### config.mk
export PLATFORM = sky130hd
export DESIGN_NAME = recon_filter
export DESIGN_NICKNAME = d
export VERILOG_FILES = /design/src/rtl/recon_filter.sv
export SDC_FILE = /design/constraint.sdc
export NUM_CORES = 2
export LEC_CHECK = 0
export ABC_AREA = 0
export BUFFER_PORTS_ARGS = -buffer_cell sky130_fd_sc_hd__clkbuf_2
export CORE_UTILIZATION = 65
export DETAILED_ROUTE_END_ITERATION = 10
export PLACE_DENSITY = 0.82
export SYNTH_ARGS = -nofsm -noshare
export SYNTH_HDL_FRONTEND = slang
export SYNTH_SLANG_ARGS = --single-unit
### constraint.sdc
create_clock -name CLOCK_50 -period 9.8 [get_ports CLOCK_50]
set_input_delay 0.49 -clock CLOCK_50 [delete_from_list [all_inputs] [get_ports CLOCK_50]]
set_output_delay 0.49 -clock CLOCK_50 [all_outputs]
set_load 0.02 [all_outputs]
### src/rtl/recon_filter.sv
// rtl/recon_filter.sv - stereo boxcar / triangular reconstruction filter
//
// Takes one zero-stuffed stereo sample per valid/ready handshake. Each channel
// runs through two cascaded N-tap running sums: stage 1 gives a boxcar (ZOH)
// and stage 2 gives a triangular (linear-interp) response. Exactly one filtered
// stereo sample is emitted per accepted input.
//
// Ports:
//   CLOCK_50              system clock, rising edge
//   reset                 synchronous, active-high
//   in_valid / in_ready   input handshake; in_ready is high only in IDLE
//   left_in / right_in    signed input samples
//   rate_sel              001 -> N=2, 010 -> N=4, 100 -> N=8, other -> N=1
//   filt_mode             00 bypass, 01 boxcar, 10 triangular, 11 bypass
//   out_valid / out_ready output handshake; data held while stalled
//   left_out / right_out  saturated filtered samples
module recon_filter #(
  parameter int DATA_W   = 32,
  parameter int MAX_TAPS = 8
) (
  input  logic              CLOCK_50,
  input  logic              reset,
  input  logic              in_valid,
  output logic              in_ready,
  input  logic [DATA_W-1:0] left_in,
  input  logic [DATA_W-1:0] right_in,
  input  logic [2:0]        rate_sel,
  input  logic [1:0]        filt_mode,
  output logic              out_valid,
  input  logic              out_ready,
  output logic [DATA_W-1:0] left_out,
  output logic [DATA_W-1:0] right_out
);

  localparam int S1_W  = DATA_W + 3;
  localparam int S2_W  = DATA_W + 6;
  localparam int IDX_W = (MAX_TAPS > 1) ? $clog2(MAX_TAPS) : 1;

  localparam logic [1:0] MODE_BYPASS = 2'b00;
  localparam logic [1:0] MODE_BOX    = 2'b01;
  localparam logic [1:0] MODE_TRI    = 2'b10;

  // Output range limits, sign-extended to the stage-2 width for comparison.
  localparam logic [S2_W-1:0] MAX_EXT = {7'b0000000, {(DATA_W-1){1'b1}}};
  localparam logic [S2_W-1:0] MIN_EXT = {7'b1111111, {(DATA_W-1){1'b0}}};

  typedef enum logic [1:0] {IDLE, S1, S2, OUT} state_t;

  state_t            state_q, state_d;
  logic [DATA_W-1:0] x_q    [2];
  logic [DATA_W-1:0] x_d    [2];
  // Latched config: shift = log2(N), mode normalised so 11 reads as 00.
  logic [1:0]        shift_q, shift_d;
  logic [1:0]        mode_q, mode_d;
  logic [DATA_W-1:0] h1_q   [2][MAX_TAPS];
  logic [DATA_W-1:0] h1_d   [2][MAX_TAPS];
  logic [S1_W-1:0]   h2_q   [2][MAX_TAPS];
  logic [S1_W-1:0]   h2_d   [2][MAX_TAPS];
  logic [S1_W-1:0]   sum1_q [2];
  logic [S1_W-1:0]   sum1_d [2];
  logic [S2_W-1:0]   sum2_q [2];
  logic [S2_W-1:0]   sum2_d [2];
  logic [DATA_W-1:0] out_q  [2];
  logic [DATA_W-1:0] out_d  [2];

  logic [IDX_W-1:0]  tap;
  logic [1:0]        acc_shift;
  logic [1:0]        acc_mode;
  logic              cfg_change;

  function automatic logic [1:0] decode_shift(input logic [2:0] r);
    case (r)
      3'b001:  return 2'd1;
      3'b010:  return 2'd2;
      3'b100:  return 2'd3;
      default: return 2'd0;
    endcase
  endfunction

  function automatic logic [1:0] decode_mode(input logic [1:0] m);
    case (m)
      MODE_BOX: return MODE_BOX;
      MODE_TRI: return MODE_TRI;
      default:  return MODE_BYPASS;
    endcase
  endfunction

  function automatic logic [S1_W-1:0] ext1(input logic [DATA_W-1:0] v);
    return {{3{v[DATA_W-1]}}, v};
  endfunction

  function automatic logic [S2_W-1:0] ext2(input logic [S1_W-1:0] v);
    return {{3{v[S1_W-1]}}, v};
  endfunction

  function automatic logic [DATA_W-1:0] sat(input logic [S2_W-1:0] v);
    if ($signed(v) > $signed(MAX_EXT)) begin
      return {1'b0, {(DATA_W-1){1'b1}}};
    end else if ($signed(v) < $signed(MIN_EXT)) begin
      return {1'b1, {(DATA_W-1){1'b0}}};
    end else begin
      return v[DATA_W-1:0];
    end
  endfunction

  always_comb begin
    state_d = state_q;
    x_d     = x_q;
    shift_d = shift_q;
    mode_d  = mode_q;
    h1_d    = h1_q;
    h2_d    = h2_q;
    sum1_d  = sum1_q;
    sum2_d  = sum2_q;
    out_d   = out_q;

    acc_shift  = decode_shift(rate_sel);
    acc_mode   = decode_mode(filt_mode);
    cfg_change = (acc_shift != shift_q) || (acc_mode != mode_q);
    // Index of the element that drops out of the N-wide window.
    tap        = IDX_W'((32'd1 << shift_q) - 32'd1);

    case (state_q)
      IDLE: begin
        if (in_valid) begin
          x_d[0]  = left_in;
          x_d[1]  = right_in;
          shift_d = acc_shift;
          mode_d  = acc_mode;
          // A new config starts from an empty window; clearing on the accept
          // edge means S1 already sees zeroed history.
          if (cfg_change) begin
            for (int ch = 0; ch < 2; ch++) begin
              for (int i = 0; i < MAX_TAPS; i++) begin
                h1_d[ch][i] = '0;
                h2_d[ch][i] = '0;
              end
              sum1_d[ch] = '0;
              sum2_d[ch] = '0;
            end
          end
          state_d = S1;
        end
      end

      S1: begin
        for (int ch = 0; ch < 2; ch++) begin
          for (int i = MAX_TAPS - 1; i > 0; i--) begin
            h1_d[ch][i] = h1_q[ch][i-1];
          end
          h1_d[ch][0] = x_q[ch];
          sum1_d[ch]  = sum1_q[ch] + ext1(x_q[ch]) - ext1(h1_q[ch][tap]);
        end
        state_d = S2;
      end

      S2: begin
        for (int ch = 0; ch < 2; ch++) begin
          for (int i = MAX_TAPS - 1; i > 0; i--) begin
            h2_d[ch][i] = h2_q[ch][i-1];
          end
          h2_d[ch][0] = sum1_q[ch];
          sum2_d[ch]  = sum2_q[ch] + ext2(sum1_q[ch]) - ext2(h2_q[ch][tap]);
          case (mode_q)
            MODE_BOX: out_d[ch] = sat(ext2(sum1_q[ch]));
            // Arithmetic shift gives the divide-by-N rounded toward -inf.
            MODE_TRI: out_d[ch] = sat($signed(sum2_d[ch]) >>> shift_q);
            default:  out_d[ch] = x_q[ch];
          endcase
        end
        state_d = OUT;
      end

      OUT: begin
        if (out_ready) begin
          state_d = IDLE;
        end
      end

      default: state_d = IDLE;
    endcase
  end

  always_ff @(posedge CLOCK_50) begin
    if (reset) begin
      state_q <= IDLE;
      shift_q <= 2'd0;
      mode_q  <= MODE_BYPASS;
      for (int ch = 0; ch < 2; ch++) begin
        x_q[ch]    <= '0;
        sum1_q[ch] <= '0;
        sum2_q[ch] <= '0;
        out_q[ch]  <= '0;
        for (int i = 0; i < MAX_TAPS; i++) begin
          h1_q[ch][i] <= '0;
          h2_q[ch][i] <= '0;
        end
      end
    end else begin
      state_q <= state_d;
      x_q     <= x_d;
      shift_q <= shift_d;
      mode_q  <= mode_d;
      h1_q    <= h1_d;
      h2_q    <= h2_d;
      sum1_q  <= sum1_d;
      sum2_q  <= sum2_d;
      out_q   <= out_d;
    end
  end

  assign in_ready  = (state_q == IDLE);
  assign out_valid = (state_q == OUT);
  assign left_out  = out_q[0];
  assign right_out = out_q[1];

endmodule

==> results.yml <==
sta:
  fin_tns_setup_ns: 0
  drv_slew: 0
  finalHoldViolCount: 0
  tightest_slew_ns: 1.29
  fin_crit_ns: 6.90
  skew_ns: 0.0259
  setup_viol: 0
  holdWs_ns: 0.0333
  rsz0062_at_grt: "no"
  max-slew-margin-rel: 0.138
  max_freq_mhz: 145
  min_period_over_period: 0.705
place:
  portBuffers: 138
  gp_congestion: 0.946
  hpwl_um: 118000
synth:
  yosys_warnings: 0
  synth_compound_area_frac: 0.180
  synthArstFlopShare: 0
  synthCells: 8084
  synthTopCellsByCount: "1395 x nand2_1, 1352 x dfxtp_1, 1351 x a21oi_1, 1152 x nand3_1, 526 x clkbuf_1"
  synth_ff_type: "dfxtp_1"
  synth_cell_types: 85
  synthAdderAreaFrac: 0.0727
  synth-xor-area-share: 0.0173
  postSynthNetCount: 8455
  postSynthAreaPerCell_um2: 8.15
  synth_area_um2: 65900
  synth.mux.area_fraction: 0.0608
  netlist.area_leader.share: 0.411
  yosys.area.top_type: "dfxtp_1"
  yosysSeqAreaShare: 0.411
  yosysMostFrequentCell: "nand2_1"
  yosys.area_share.simple: 0.195
  yosys_register_bits: 1352
  synth_edf_count: 0
  synth_top_family_by_area: "simple AND/OR/NAND/NOR gates"
  synth_area_leaders: "dfxtp_1 41%, a21oi_1 10%, nand3_1 8.7%, nand2_1 7.9%, mux4_2 5.1%"
clock_tree:
  cts_setup_buffers: 0
  cts_tree: "built"
  path_clk_slew_ns: 0.06
  cts-resized-gates: 0
  clock_sinks: 1352
  h-tree-depth: 4
  cts_hold_buffers: 58
  clk_latency_ns: 0.77
  cts_buffers: 141
  root_buffer: "clkbuf_16"
  clockBufferDepth: 3
grt:
  grt-ovfl-total: 0
  grtUsageTotal: 0.350
  grt_pass1_vias: 54451
  grt_max_degree: 227
  grt_pass1_wl_um: 292000
  antenna_found_initial: 5
routing:
  drc: 0
  vias: 58571
  met3WireLength_um: 14300
  wire_per_inst_um: 19.9
  wl_met1_um: 73600
  wl_um: 184000
  met2_length_um: 86900
  top_layer: "met5"
  ant_nets: 0
  drt_iter0_drc: 6180
  drt_first_pass_iters: 8
  post_drt_via_cell_ratio: 6.31
die:
  ios: 139
  die_height_um: 320
  die_area_um2: 103000
  start_util: 0.657
  die_w_um: 320
  rows: 116
  design.core.area_um2: 100000
worst_setup_path:
  crit_fanout: 35
  cpMaxStageDelayCell: "a31oi_4"
  cp.required_ns: 10.47
  critPathLaunchType: "register"
  end_kind: "register"
  worstSetupPathType: "reg -> reg"
  cp_cell_sequence: "buf_4 > mux4_2 > ha_1 > inv_1 > ha_1 > inv_1 > fa_1 > nor2b_1 > o2111a_1 > or3_1 > a21oi_1 > o31ai_1 > a211oi_2 > xnor2_1 > o41ai_2 > a31oi_4 > o22ai_1 > o22ai_1"
  arrival_ns: 7.58
  cpPeakStageDelay_ns: 0.99
outcome:
  status: "complete, no violations"
cells_and_area:
  nets: 8182
  post-route-util: 0.715
  area_growth_pct: 8.85
  fillerInstances: 7601
  layout-drive-gt1-share: 0.0812
run:
  maxCapViolCount: 0
worst_hold_path:
  hold_class: "in -> reg"
cell type report:
type | count | area [um2] | area share
antenna | 3 | 7.51 | 0.000105
clock buffer | 210 | 4190 | 0.0584
multi-input combinational | 5630 | 34800 | 0.485
tap | 1357 | 1700 | 0.0237
clock inverter | 45 | 425 | 0.00593
inverter | 412 | 1550 | 0.0216
sequential | 1352 | 27100 | 0.377
timing repair buffer | 274 | 1980 | 0.0276
registers in the layout (all words and copies together) (netlist names):
signal,count
sum1_q,70
sum2_q,76
mode_q,2
shift_q,2
right_out,32
h2_q,560
left_out,32
x_q,64
state_q,2
h1_q,512
per-stage QoR:
step | area, um2 | worst slack (ns) | std cells
after global routing | 71700 | 2.43 | 9280
final | 71700 | 2.90 | 9283
after CTS | 71700 | 2.91 | 9280
after global placement | 66500 | 3.01 | 8967
after detailed placement | 66500 | 2.98 | 8967
after floorplan | 65900 | 4.16 | 8084
worst max-delay path: cells and delay by family (launching register included):
kind | cells | cell delay, ns
flip-flops | 1 | 0.91
buffers and inverters | 3 | 0.63
XOR/XNOR | 1 | 0.52
AND/OR/NAND/NOR | 2 | 0.38
adder cells (fa/ha/maj) | 3 | 0.90
AO/OA/AOI/OAI | 8 | 2.86
multiplexers | 1 | 0.56
cell families after synthesis:
family          count (synthesis)
buf+inv                      1102
simple gates                 2927
mux                           214
fa+ha+maj                     298
xor+xnor                      130
flops                        1352
compound gates               2061
metal layers:
metal | GRT usage | vias up
met4 | 0.182 | 8
met3 | 0.0640 | 560
met5 | 0 | -
met2 | 0.563 | 2373
li1 | - | 27511
met1 | 0.451 | 28119
worst paths after layout:
path | start | end | slack (ns) | cells after the start
hold / removal | left_in[8] | x_q[40] | 0.03 | 3
setup / recovery | shift_q[0] | left_out[6] | 2.90 | 18
setup reg to reg | shift_q[0] | left_out[6] | 2.90 | 18
hold reg to reg | h1_q[294] | h1_q[294] | 0.45 | 2
cells in the final DEF, fill, tap and decap left out, types with 142 or more instances in the layout:
cell type,n
nand2_1,1394
a21oi_1,1351
dfxtp_1,1350
nand3_1,1152
inv_1,409
nor2_1,205
ha_1,153
o21ai_0,151
mux4_2,149
clkbuf_16,145
fa_1,142
Power is left out: the tool's default activity adds up to more than one toggle a clock period on the data nets, which glitch-free logic cannot reach.
